$ cat src/rtl/cam_cfg_pkg.sv
// Shared definitions for the OV7670 register-table configuration sequencer.
package cam_cfg_pkg;

  typedef enum logic [2:0] {
    S_PWR,
    S_FETCH,
    S_REQ,
    S_WAIT,
    S_DELAY,
    S_DONE,
    S_FAIL
  } state_t;

  // Register address that turns a table entry into a pause instead of a write
  localparam logic [7:0] DLY_MARK = 8'hFF;

  localparam int unsigned ADDR_MSB = 15;
  localparam int unsigned ADDR_LSB = 8;
  localparam int unsigned DATA_MSB = 7;

  localparam int unsigned ENTRY_W = 16;
  localparam int unsigned CNT_W   = 20;

endpackage

$ cat src/rtl/ov7670_cfg_seq.sv
// Walks the camera register table after power-up, issuing one SCCB write per entry
// with delay entries, NACK retry and a per-transaction watchdog.
module ov7670_cfg_seq
  import cam_cfg_pkg::*;
#(
  parameter int unsigned PWR_DLY_CYCLES = 1_000_000,
  parameter logic [7:0]  LUT_SIZE       = 8'd168,
  parameter int unsigned DLY_CYCLES     = 50_000,
  parameter int unsigned RETRY_MAX      = 3,
  parameter int unsigned TIMEOUT_CYCLES = 100_000
) (
  input  logic               clk,
  input  logic               rst_n,
  input  logic               cfg_start,
  output logic [7:0]         lut_index,
  input  logic [ENTRY_W-1:0] lut_data,
  output logic               i2c_req,
  output logic [7:0]         i2c_addr,
  output logic [7:0]         i2c_wdata,
  input  logic               i2c_done,
  input  logic               i2c_nack,
  output logic               cfg_busy,
  output logic               cfg_done,
  output logic               cfg_err
);

  localparam logic [CNT_W-1:0] PWR_LAST   = CNT_W'(PWR_DLY_CYCLES - 1);
  localparam logic [CNT_W-1:0] DLY_LAST   = CNT_W'(DLY_CYCLES - 1);
  localparam logic [CNT_W-1:0] TMO_LAST   = CNT_W'(TIMEOUT_CYCLES - 1);
  localparam logic [1:0]       RETRY_LAST = 2'(RETRY_MAX);

  state_t           state, state_n;
  logic [CNT_W-1:0] cnt, cnt_n;
  logic [1:0]       retry, retry_n;
  logic [7:0]       index_n, addr_n, wdata_n;
  logic             req_n;

  always_ff @(posedge clk or negedge rst_n) begin
    if (!rst_n) begin
      state     <= S_PWR;
      cnt       <= '0;
      retry     <= '0;
      lut_index <= '0;
      i2c_addr  <= '0;
      i2c_wdata <= '0;
      i2c_req   <= 1'b0;
    end else begin
      state     <= state_n;
      cnt       <= cnt_n;
      retry     <= retry_n;
      lut_index <= index_n;
      i2c_addr  <= addr_n;
      i2c_wdata <= wdata_n;
      i2c_req   <= req_n;
    end
  end

  // One counter serves power-up wait, delay entries and the watchdog
  always_comb begin
    state_n = state;
    cnt_n   = cnt;
    retry_n = retry;
    index_n = lut_index;
    addr_n  = i2c_addr;
    wdata_n = i2c_wdata;
    req_n   = 1'b0;
    unique case (state)
      S_PWR: begin
        if (cnt == PWR_LAST) begin
          cnt_n   = '0;
          index_n = '0;
          state_n = S_FETCH;
        end else begin
          cnt_n = cnt + CNT_W'(1);
        end
      end
      S_FETCH: begin
        cnt_n = '0;
        if (lut_index == LUT_SIZE) begin
          state_n = S_DONE;
        end else if (lut_data[ADDR_MSB:ADDR_LSB] == DLY_MARK) begin
          state_n = S_DELAY;
        end else begin
          addr_n  = lut_data[ADDR_MSB:ADDR_LSB];
          wdata_n = lut_data[DATA_MSB:0];
          state_n = S_REQ;
        end
      end
      S_REQ: begin
        req_n   = 1'b1;
        cnt_n   = '0;
        state_n = S_WAIT;
      end
      S_WAIT: begin
        // A done arriving on the expiry cycle takes precedence over the timeout
        if (i2c_done && !i2c_nack) begin
          retry_n = '0;
          index_n = lut_index + 8'd1;
          state_n = S_FETCH;
        end else if (i2c_done || cnt == TMO_LAST) begin
          if (retry < RETRY_LAST) begin
            retry_n = retry + 2'd1;
            state_n = S_REQ;
          end else begin
            state_n = S_FAIL;
          end
        end else begin
          cnt_n = cnt + CNT_W'(1);
        end
      end
      S_DELAY: begin
        if (cnt == DLY_LAST) begin
          cnt_n   = '0;
          index_n = lut_index + 8'd1;
          state_n = S_FETCH;
        end else begin
          cnt_n = cnt + CNT_W'(1);
        end
      end
      S_DONE, S_FAIL: begin
        if (cfg_start) begin
          index_n = '0;
          retry_n = '0;
          state_n = S_FETCH;
        end
      end
      default: state_n = S_PWR;
    endcase
  end

  assign cfg_done = (state == S_DONE);
  assign cfg_err  = (state == S_FAIL);
  assign cfg_busy = !(cfg_done || cfg_err);

endmodule
$ cat config.mk
export PLATFORM = sky130hd
export DESIGN_NAME = ov7670_cfg_seq
export DESIGN_NICKNAME = d
export VERILOG_FILES = /design/src/rtl/cam_cfg_pkg.sv /design/src/rtl/ov7670_cfg_seq.sv
export SDC_FILE = /design/constraint.sdc
export NUM_CORES = 1
export LEC_CHECK = 0
export BUFFER_PORTS_ARGS = -buffer_cell sky130_fd_sc_hd__buf_4
export CELL_PAD_IN_SITES_DETAIL_PLACEMENT = 1
export CELL_PAD_IN_SITES_GLOBAL_PLACEMENT = 1
export CORE_MARGIN = 5
export CORE_UTILIZATION = 46
export CTS_CLUSTER_DIAMETER = 120
export DETAILED_ROUTE_END_ITERATION = 10
export PLACE_DENSITY = 0.95
export SYNTH_ARGS = -nofsm -noshare
export SYNTH_HDL_FRONTEND = slang
export SYNTH_SLANG_ARGS = --single-unit
$ cat constraint.sdc
create_clock -name clk -period 6.64 [get_ports clk]
set_clock_uncertainty 0.05 [all_clocks]
set_input_delay 0.332 -clock clk [delete_from_list [all_inputs] [get_ports clk]]
set_output_delay 0.332 -clock clk [all_outputs]
set_load 0.02 [all_outputs]
# == After elaboration in Yosys (flattened, before gate mapping) ==
# Index checks and enable logic that the tools add are counted.
# op_classes
eq_ne,19
muxes,25
n_addsub,3
bitwise,2
reduce_logical,16
n_lt_le_gt_ge,1
# ops
cell,n
20-bit two-way mux,4
20-bit case mux with 4 select lines,1
8-bit two-way mux,4
8-bit case mux with 4 select lines,1
3-bit two-way mux,8
20-bit by 1-bit adder with 20-bit output (second input constant),1
20-bit by 16-bit equality test with 1-bit output (second input constant),1
20-bit by 17-bit equality test with 1-bit output (second input constant),1
20-bit equality test (second input constant),1
3-bit case mux with 6 select lines,1
8-bit equality test (second input constant),2
2-bit inequality test (second input constant),6
3-bit equality test (second input constant),3
8-bit by 1-bit adder with 8-bit output (second input constant),1
2-bit two-way mux,4
4-bit AND reduction,2
4-bit nonzero test,2
3-bit by 2-bit equality test with 1-bit output (second input constant),2
3-bit inequality test (second input constant),2
3-bit AND reduction,2
5-bit AND reduction,1
2-bit case mux with 2 select lines,1
2-bit OR reduction,2
3-bit by 1-bit equality test with 1-bit output (second input constant),1
9 further kinds,12
# totals
inputBits,21
regBits,50
word_cells,73
out_inout_bits,28

# == Longest topological paths before layout ==
# logic_depth
word_depth,5
depth_mapped,9
mapped_depth_nobuf,7

# == Least setup slack after synthesis ==
# OpenSTA, ideal clock, no wires.
# synth_path
path_kind,register to register
start,register cnt[17]
end,register state[2]
arrival_ns,2.239
synth_period_minus_slack_ns,2.416
required_ns,6.463
path_stages_with_launch,7
path_slack_ns,4.224
path_buffers,1
setup_ns,0.127
path_cell_list,dfrtp_1 or4b_4 or4_4 o21ai_4 o21a_4 buf_6 mux2_1
# synth_via
elab_chain_cells,4
elab_cells_between_ends,8
classes_between,6 x eq/ne; 2 x reduce/logical
# synth_lines
element,line_no,rtl
from (decl),ov7670_cfg_seq.sv:33,"logic [CNT_W-1:0] cnt, cnt_n;"
from (signal assigned),ov7670_cfg_seq.sv:49,cnt <= cnt_n;
20-bit by 17-bit equality test with 1-bit output,ov7670_cfg_seq.sv:100,end else if (i2c_done || cnt == TMO_LAST) begin
1-bit logical OR,ov7670_cfg_seq.sv:100,
3-bit inequality test (no source line),--,
4-bit AND reduction (no source line) *,--,
to (signal assigned),ov7670_cfg_seq.sv:48,state <= state_n;
to (decl),ov7670_cfg_seq.sv:32,"state_t state, state_n;"
# Mark *: on every way between the ends. The rest lies on a longest branch, timed or not.
# A chain may end at the register's enable or synchronous reset.

# == Worst setup path after layout ==
# layout_path
start,register state[2]
end,register lut_index[2]
# layout_via
elab_chain_cells,4
elab_cells_between_ends,13
classes_between,8 x eq/ne; 1 x mux; 4 x reduce/logical
# layout_lines
element,line_no,rtl
3-bit equality test,ov7670_cfg_seq.sv:67,unique case (state)
2-bit OR reduction,ov7670_cfg_seq.sv:67,
4-bit nonzero test (no source line) / 2-bit inequality test (equally long branches),--,
5-bit AND reduction (no source line),--,
to (signal assigned),ov7670_cfg_seq.sv:51,lut_index <= index_n;
to (decl),ov7670_cfg_seq.sv:15,"output logic [7:0] lut_index,"
# Several ways; a longest one is shown, not always the timed one.

==> flow_summary.yaml <==
status:
  status: "finished with violations"
  violations: "hold timing"
logic_synthesis:
  syn_inst: 285
  yosysWarnings: 0
  synth_area_um2: 2750
  synth.largest_area_cell: "dfrtp_1"
  synth_flop_cell: "dfrtp_1"
  yosysSeqAreaShare_pct: 45.5
  syn_avg_cell_area_um2: 9.65
  synth_edf_count: 0
  yosysTopAreaCellShare_pct: 45.5
  synth_common_cells: "dfrtp_1, o21ai_0, nand2_1"
  ys_types: 55
  synthTopCellsByArea: "dfrtp_1, mux2_2, o21ai_0"
  syn_nets: 310
  async_reset_ff_share_pct: 100
  ys_ff_latch: 50
  yosysMostFrequentCell: "dfrtp_1"
floorplan:
  die_h_um: 87.3
  rows: 28
  core_um2: 5890
  dieArea_um2: 7630
  start_util_pct: 46.7
  io_pins: 49
  die_x_um: 87.3
pwr:
  p_leak_uw: 0.00142
  peakVddDrop_uv: 254
  powerDensity_nw_per_um2: 391
cells_and_area:
  antenna_cells: 0
  n_fill_cell: 677
  fin_area_um2: 3250
  multiInputGateArea_um2: 1420
  fin_nets: 354
  seqCellArea_um2: 1250
  fin_util_pct: 55.3
  drive_above_1_share_pct: 26.1
  area_delta_synth_final_pct: 18.3
clock_tree:
  clkLatencyLatePin_ns: 0.31
  cts_resized: 0
  cts_buffer_depth: 2
  path_clk_slew_ns: 0.10
  cts_setup_buffers: 0
  ctsHtreeMaxLevel: 2
  cts_tree: "done"
  cts_buffers: 5
  root_buffer: "clkbuf_8"
  ctsHoldBuffers: 0
  cts.sinks: 50
sta:
  rsz0062_at_grt: "no"
  fmax_mhz: 354
  fin_crit_sh_pct: 42.5
  tns_ns: 0
  hold_viol_final: 6
  holdWs_ns: -0.00365
  fin_ws_ns: 3.82
  worst_slew_pin_slew_ns: 1.07
  setup_viol: 0
  slew_headroom_pct: 28.0
  finalCriticalPeriod_ns: 2.82
  drv_slew: 0
detailed_routing:
  drc: 0
  vias: 2420
  wl_um: 7510
  routedWlPerCell_um: 18.6
  drt_iter0_markers: 132
  drt-pass1-iter-count: 4
  antenna_left: 0
  vias_per_cell: 5.98
worst_setup_path:
  critPathMaxFanout: 20
  end_kind: "flip-flop"
  cp_cell_sequence: "nor4bb_1 > and3_1 > a211o_2 > o22ai_1 > or2_0 > o21ai_0"
  ff2ff_setup_slack_ns: 3.82
  crit_path_max_incr_delay_ns: 0.65
  setup.worst_path.start_class: "flip-flop"
  reg2reg_from: "state[2]"
  r2r_end: "lut_index[2]"
  worstPathRequired_ns: 6.77
  worstSetupPathType: "flip-flop to flip-flop"
  r2r_cells: 6
  cp_slowest_cell: "o22ai_1"
  crit_arrival_ns: 2.95
grt:
  grt_pass1_vias: 2576
  grt_max_degree: 51
  gr-total-overflow: 0
  grt_pass1_wl_um: 12900
  grtUsageTotal_pct: 21.4
  antenna_found_initial: 0
job:
  maxCapViolCount: 0
placement:
  port_buffers: 48
  globalplace.congestion: 0.809
  detailedPlace.worstSlack_ns: 3.85
  dpl.hpwl_um: 5440
  dpl_cell_area_um2: 3160
hold_path:
  hold_path_class: "input pin to async pin"
-- metrics by stage --
stage	hold slack, ns	total power [uW]	std cells
after detailed placement	0.358	1080	397
final	-0.00365	1270	405
after global routing	0.0433	1360	405
after floorplan	-0.0136	867	285
after global placement	0.347	1040	397
after CTS	0.0157	1280	405
-- registers in the layout (all words and copies together), names as in the netlist --
name / cells
i2c_req: 1
state: 3
lut_index: 8
i2c_wdata: 8
i2c_addr: 8
cnt: 20
retry: 2
-- worst max-delay path: cells and delay by family, from the launching register on --
| kind | cells | cell delay (ns) |
|---|---|---|
| flip-flops | 1 | 0.62 |
| AND/OR/NAND/NOR | 3 | 0.81 |
| AO/OA/AOI/OAI | 3 | 1.21 |
-- how the worst max path moves through the flow --
| stage | from | slack [ns] | cells after the start | end |
|---|---|---|---|---|
| after floorplan | cnt[17] | 4.22 | 6 | state[2] |
| after global placement | state[2] | 3.97 | 6 | lut_index[4] |
| after detailed placement | state[2] | 3.85 | 6 | lut_index[2] |
| after CTS | cnt[17] | 3.82 | 7 | cnt[9] |
| after global routing | state[2] | 3.62 | 6 | lut_index[4] |
| final | state[2] | 3.82 | 6 | lut_index[2] |
-- layout by cell type (no fill, tap or decap), types with 4 or more instances in the layout --
| master | instances |
|---|---|
| and3_1 | 9 |
| ha_1 | 4 |
| clkbuf_8 | 6 |
| o21ai_0 | 31 |
| nand2_1 | 27 |
| dfrtp_1 | 50 |
| nor3_1 | 4 |
| nor4_1 | 4 |
| a21oi_1 | 10 |
| buf_4 | 49 |
| mux2_2 | 16 |
| o21ai_1 | 5 |
| nand4_1 | 4 |
| nand3_1 | 14 |
| or3_1 | 11 |
| nor2_1 | 16 |
| nor3b_1 | 4 |
| inv_1 | 6 |
| nand2b_1 | 5 |
-- cell type report --
type | instances | share of cell area, %
multi-input cells | 216 | 43.6
flip-flops and latches | 50 | 38.4
repair buffers | 49 | 11.3
well taps | 75 | 2.88
clock buffers | 6 | 2.54
inverters | 7 | 0.807
clock inverters | 2 | 0.384
-- metal layers --
metal  global-route usage [%]  vias up  share of wire (%)
met4                     6.28        0                1.6
met1                     26.7     1214                 42
met2                     36.6       60                 51
li1                         -     1136                  -
met5                        0        -                  0
met3                     5.30       10                5.0
-- where the power goes --
| group | internal [uW] | switching (uW) | total, uW |
|---|---|---|---|
| combinational | 258 | 342 | 600 |
| sequential | 385 | 93.6 | 479 |
| clock | 84.1 | 110 | 194 |
| total | 727 | 545 | 1270 |
-- logic make-up (layout without fill, tap and decap cells) --
kind of cell	Yosys count	count (layout)	synth area share (%)
adder cells (fa/ha/maj)	4	4	1.82
XOR/XNOR	1	1	0.318
flip-flops	50	50	45.5
AND/OR/NAND/NOR	115	115	23.1
AO/OA/AOI/OAI	77	77	18.4
buffers and inverters	19	64	3.23
multiplexers	19	19	7.69
No activity file was read; power rests on OpenSTA's default activity.
